**config.mk**
```make
export PLATFORM = sky130hd
export DESIGN_NAME = period_meter
export DESIGN_NICKNAME = d
export VERILOG_FILES = /design/src/rtl/period_meter_pkg.sv /design/src/rtl/period_meter_sync_edge.sv /design/src/rtl/period_meter.sv
export SDC_FILE = /design/constraint.sdc
export NUM_CORES = 1
export LEC_CHECK = 0
export CAP_MARGIN = 15
export CORE_ASPECT_RATIO = 1.5
export CORE_MARGIN = 2
export CORE_UTILIZATION = 31
export CTS_CLUSTER_DIAMETER = 200
export DETAILED_ROUTE_END_ITERATION = 8
export GPL_TIMING_DRIVEN = 0
export RECOVER_POWER = 50
export REMOVE_ABC_BUFFERS = 1
export SLEW_MARGIN = 20
export SYNTH_ARGS = -nofsm -noshare
export SYNTH_HDL_FRONTEND = slang
export SYNTH_SLANG_ARGS = --single-unit
```
**constraint.sdc**
```tcl
create_clock -name clk -period 2.7 [get_ports clk]
set_clock_uncertainty 0.1 [all_clocks]
set_input_delay 0.81 -clock clk [delete_from_list [all_inputs] [get_ports clk]]
set_output_delay 0.81 -clock clk [all_outputs]
set_load 0.005 [all_outputs]
```
**src/rtl/period_meter_pkg.sv**
```systemverilog
// Shared types and default sizing for the period meter.
// Imported by the synchronizer/edge detector and the measurement core.
package period_meter_pkg;

    typedef enum logic [1:0] {
        IDLE,
        ARM,
        MEAS
    } state_t;

    localparam int DEF_WIDTH       = 28;
    localparam int DEF_SYNC_STAGES = 2;

endpackage

```
**src/rtl/period_meter_sync_edge.sv**
```systemverilog
// sig_in synchronizer followed by a registered dual-edge detector.
// A fill marker blocks edges until real samples reach the history stage.
module sync_edge
    import period_meter_pkg::*;
#(
    parameter int STAGES = DEF_SYNC_STAGES
) (
    input  logic clk,
    input  logic rst_n,
    input  logic d,
    output logic edge_pulse
);

    localparam int N = STAGES + 2;

    // [STAGES-1:0] sync, [N-2] sample, [N-1] history
    logic [N-1:0] sh;
    logic [N-1:0] vp;

    always_ff @(posedge clk or negedge rst_n) begin
        if (!rst_n) begin
            sh         <= '0;
            vp         <= '0;
            edge_pulse <= 1'b0;
        end else begin
            sh         <= {sh[N-2:0], d};
            vp         <= {vp[N-2:0], 1'b1};
            edge_pulse <= vp[N-1] & (sh[N-1] ^ sh[N-2]);
        end
    end

endmodule

```
**src/rtl/period_meter.sv**
```systemverilog
// Half-period meter: counts clk cycles between sig_in edges and
// hands each measurement to a consumer over a valid/ready pair.
module period_meter
    import period_meter_pkg::*;
#(
    parameter int WIDTH       = DEF_WIDTH,
    parameter int SYNC_STAGES = DEF_SYNC_STAGES
) (
    input  logic             clk,
    input  logic             rst_n,
    input  logic             sig_in,
    input  logic             enable,
    output logic [WIDTH-1:0] result,
    output logic             valid,
    input  logic             ready,
    output logic             timeout,
    output logic             overrun
);

    // Last count before the elapsed time (cnt+1) hits 2^WIDTH-1
    localparam logic [WIDTH-1:0] CNT_LAST = {{(WIDTH-1){1'b1}}, 1'b0};

    state_t           state;
    state_t           state_n;
    logic [WIDTH-1:0] cnt;
    logic [WIDTH-1:0] cnt_n;
    logic             edge_pulse;
    logic             cap;
    logic             tmo;

    sync_edge #(
        .STAGES(SYNC_STAGES)
    ) u_sync (
        .clk       (clk),
        .rst_n     (rst_n),
        .d         (sig_in),
        .edge_pulse(edge_pulse)
    );

    always_comb begin
        state_n = state;
        cnt_n   = cnt;
        cap     = 1'b0;
        tmo     = 1'b0;
        if (!enable) begin
            state_n = IDLE;
            cnt_n   = '0;
        end else begin
            unique case (state)
                IDLE: begin
                    state_n = ARM;
                    cnt_n   = '0;
                end
                ARM: begin
                    cnt_n = '0;
                    if (edge_pulse) state_n = MEAS;
                end
                MEAS: begin
                    if (edge_pulse) begin
                        cap   = 1'b1;
                        cnt_n = '0;
                    end else if (cnt == CNT_LAST) begin
                        tmo     = 1'b1;
                        cnt_n   = '0;
                        state_n = ARM;
                    end else begin
                        cnt_n = cnt + 1'b1;
                    end
                end
                default: begin
                    state_n = IDLE;
                    cnt_n   = '0;
                end
            endcase
        end
    end

    assign timeout = tmo;

    always_ff @(posedge clk or negedge rst_n) begin
        if (!rst_n) begin
            state <= IDLE;
            cnt   <= '0;
        end else begin
            state <= state_n;
            cnt   <= cnt_n;
        end
    end

    // A capture may only replace result when the slot frees this cycle
    always_ff @(posedge clk or negedge rst_n) begin
        if (!rst_n) begin
            result  <= '0;
            valid   <= 1'b0;
            overrun <= 1'b0;
        end else begin
            if (!enable) overrun <= 1'b0;
            if (cap) begin
                if (!valid || ready) begin
                    result <= cnt + 1'b1;
                    valid  <= 1'b1;
                end else begin
                    overrun <= 1'b1;
                end
            end else if (valid && ready) begin
                valid <= 1'b0;
            end
        end
    end

endmodule

```
==> results.ini, run 1 <==
[run_status]
status = completed

[hold_path]
min_to = u_sync.vp[1]$_DFF_PN0_
min_from = u_sync.vp[0]$_DFF_PN0_
hold_depth = 0
min_path_type = register to register

[yosys]
async_flop_share_pct = 100
syn_area_um2 = 2880
ys_warn_count = 0
synthesis.instances = 274
avgSynthCellArea_um2 = 10.5
ys.flop_type = dfrtp_1
ys_seq_area_share_pct = 60.0
ys_ff_latch = 69
yosysUniqueCellTypes = 35
synth-edff-count = 0

[critical_path]
critPathTopFamily = simple AND/OR/NAND/NOR gates
cp_slowest_cell = dfrtp_2
crit_fanout = 6
crit_arrival_ps = 1680
cp-start-kind = register
rrSetupSlack_ps = 540
slowest_delay_ps = 410
end_kind = primary output
crit_buf_inv = 1
worstPathCellList = nand4_1 > nor3_4 > nand4_4 > nor3_2 > dlygate4sd2_1
cp.required_ps = 1790
worstSetupPathType = register to primary output
r2r_start = cnt[0]$_DFF_PN0_
reg2reg_depth = 7
rr_endpoint = result[20]$_DFFE_PN0P_
worst-path-stages = 5

[job]
cap_violations = 0

[clock_tree]
clk_latency_ps = 330
htree_levels = 3
cts_tree = built
hold_buffers = 0
path_clk_slew_ps = 50
cts-root-buf = clkbuf_16
clockBufferDepth = 2
cts_made_buffers = 9
clock-sinks = 69

[placed_design]
place_inst = 413
gp_congestion = 0.758
dpl_cell_area_um2 = 3350
dp_hpwl_mm = 3.92
portBuffers = 35

[timing]
hold_slack_ps = 246
period_needed_ps = 2590
tightest_slew_ps = 883
relSlewSlack_pct = 41.1
period_share_pct = 95.9
finalHoldViolations = 0
clock.fmax_mhz = 386
drv_slew = 0
finalSetupViolCount = 0
rsz0062_at_grt = no

[floorplanning]
start_util_pct = 31.5
die_w_um = 82.7
core-area_um2 = 9150
die-area_um2 = 10100
rows = 43
dieHeight_um = 122
io_pins = 36

[cells_and_area]
area_growth_pct = 31.3
n_antenna_cell = 0
final_area_um2 = 3780
drive_above_1_share_pct = 13.7
finalNonFillerCells = 440
fin_nets = 331
fin_util_pct = 41.3

[drt]
drtIter0Drc = 109
firstDrtPassIters = 4
via_per_inst = 4.77
drt_wl_total_mm = 5.82
drtAntennaViolNets = 0
num_vias = 2100
post-route-drc-count = 0
routedWlPerCell_um = 13.2

[grt]
grt_pass1_vias = 2169
grt.busiest_layer = met2
grt_overflow = 0
antenna_found_initial = 0
met3_usage_pct = 2.81
groute.usage.overall_pct = 13.3
met2_usage_pct = 21.6
grt_max_degree = 37
grt_pass1_wl_mm = 9.99
use_met1_pct = 15.8

[pwr]
totalPowerFinal_w = 0.00239
power_leakage_nw = 1.62
power_density_nw_per_um2 = 633
ir_worst_vdd_uv = 306

metrics by stage:
step                setup slack [ps]  TNS, ps
floorplan                       32.8        0
global placement               -1610  -137590
detailed placement              -620    -2670
CTS                              124        0
global route                    7.68        0
finish                           112        0
flip-flops by register name, summed over array words and instances (netlist names):
| register | count |
|---|---|
| cnt | 28 |
| result | 28 |
| u_sync.sh | 4 |
| u_sync.vp | 4 |
| state | 2 |
| overrun | 1 |
| u_sync.edge_pulse | 1 |
| valid | 1 |
metal layers:
layer  vias to the layer above  part of all wire [%]  wire length (um)
li1                       1033                     -                 -
met1                      1027                    43              2480
met2                        29                    51              2990
met3                        11                   3.0               173
met4                         0                   3.0               175
met5                         -                     0                 0
cell usage in the layout, fill, tap and decap left out, drive strengths merged, types with 4 or more instances in the layout:
| master | n |
|---|---|
| nand4 | 6 |
| o21ai | 30 |
| buf | 13 |
| and4 | 5 |
| clkbuf | 13 |
| nand3 | 17 |
| nor2b | 4 |
| and3 | 8 |
| clkdlybuf4s50 | 31 |
| and2 | 4 |
| nor2 | 32 |
| nand2 | 34 |
| dfrtp | 69 |
| a21oi | 5 |
| nor3 | 5 |
| xor2 | 15 |
| xnor2 | 9 |
worst register-to-register path, delay by kind of cell (launching register included):
family                     cells  cell delay [ps]
xor gates and xnor gates       1              210
DFF                            1              340
buffers and inverters          1              140
adders and majority gates      1              200
and+or+nand+nor                3              910
AOI/OAI and AO/OA              1              130
cell families (layout without fill, tap and decap cells):
| kind of cell | Yosys count | after routing | synth area share (%) |
|---|---|---|---|
| other | 1 | 1 | 0.130 |
| and+or+nand+nor | 122 | 122 | 21.2 |
| xor gates and xnor gates | 24 | 24 | 7.30 |
| buffers and inverters | 12 | 66 | 2.04 |
| DFF | 69 | 69 | 60.0 |
| AOI/OAI and AO/OA | 44 | 44 | 8.52 |
| adders and majority gates | 2 | 2 | 0.869 |
cells in the mapped netlist (all sizes together), types with 6 or more instances:
library cell	count	area, um^2
nor2	32	120
and3	8	50.1
buf	6	36.3
nand3	17	85.1
xnor2	9	78.8
dfrtp	69	1730
nand2	34	128
nand4	6	50.0
o21ai	30	150
xor2	15	131
what timing repair did:
item                                   4_1_cts  5_1_grt
buffers inserted                            11        1
resized for setup                           12        0
setup endpoints to repair                    1        1
endpoints found under the hold margin        0        0
pin swaps                                    3        1
worst max-delay path by stage:
stage,start,end,slack [ps]
global placement,rst_n,u_sync.vp[0]$_DFF_PN0_,-1610
floorplan,ready,result[26]$_DFFE_PN0P_,30
CTS,cnt[6]$_DFF_PN0_,timeout,120
detailed placement,enable,timeout,-620
finish,cnt[12]$_DFF_PN0_,timeout,110
global route,cnt[9]$_DFF_PN0_,timeout,8
final cells by class:
| cell class | instances | area, um^2 |
|---|---|---|
| fillers | 926 | 5370 |
| flip-flops and latches | 69 | 1730 |
| multi-input cells | 193 | 1140 |
| repair buffers | 50 | 459 |
| clock buffers | 10 | 239 |
| well taps | 112 | 140 |
| clock inverters | 5 | 75.1 |
| inverters | 1 | 3.75 |
power breakdown:
part / internal (W) / switching, W
sequential: 0.00106 / 0.0000142
combinational: 0.0000447 / 0.0000422
clock: 0.000822 / 0.000411
(Power assumes the default switching activity.)
==> run 2, diff against run 1 <==
--- a/config.mk
+++ b/config.mk
@@ -10,7 +10,9 @@
 export CORE_MARGIN = 2
 export CORE_UTILIZATION = 31
 export CTS_CLUSTER_DIAMETER = 200
+export CTS_CLUSTER_SIZE = 28
 export DETAILED_ROUTE_END_ITERATION = 8
+export GPL_ROUTABILITY_DRIVEN = 0
 export GPL_TIMING_DRIVEN = 0
 export RECOVER_POWER = 50
 export REMOVE_ABC_BUFFERS = 1
@@ -18,3 +20,4 @@
 export SYNTH_ARGS = -nofsm -noshare
 export SYNTH_HDL_FRONTEND = slang
 export SYNTH_SLANG_ARGS = --single-unit
+export TNS_END_PERCENT = 20
==> results of run 2 <==
No change in the layout: final DEF, timing and power equal those of run 1.
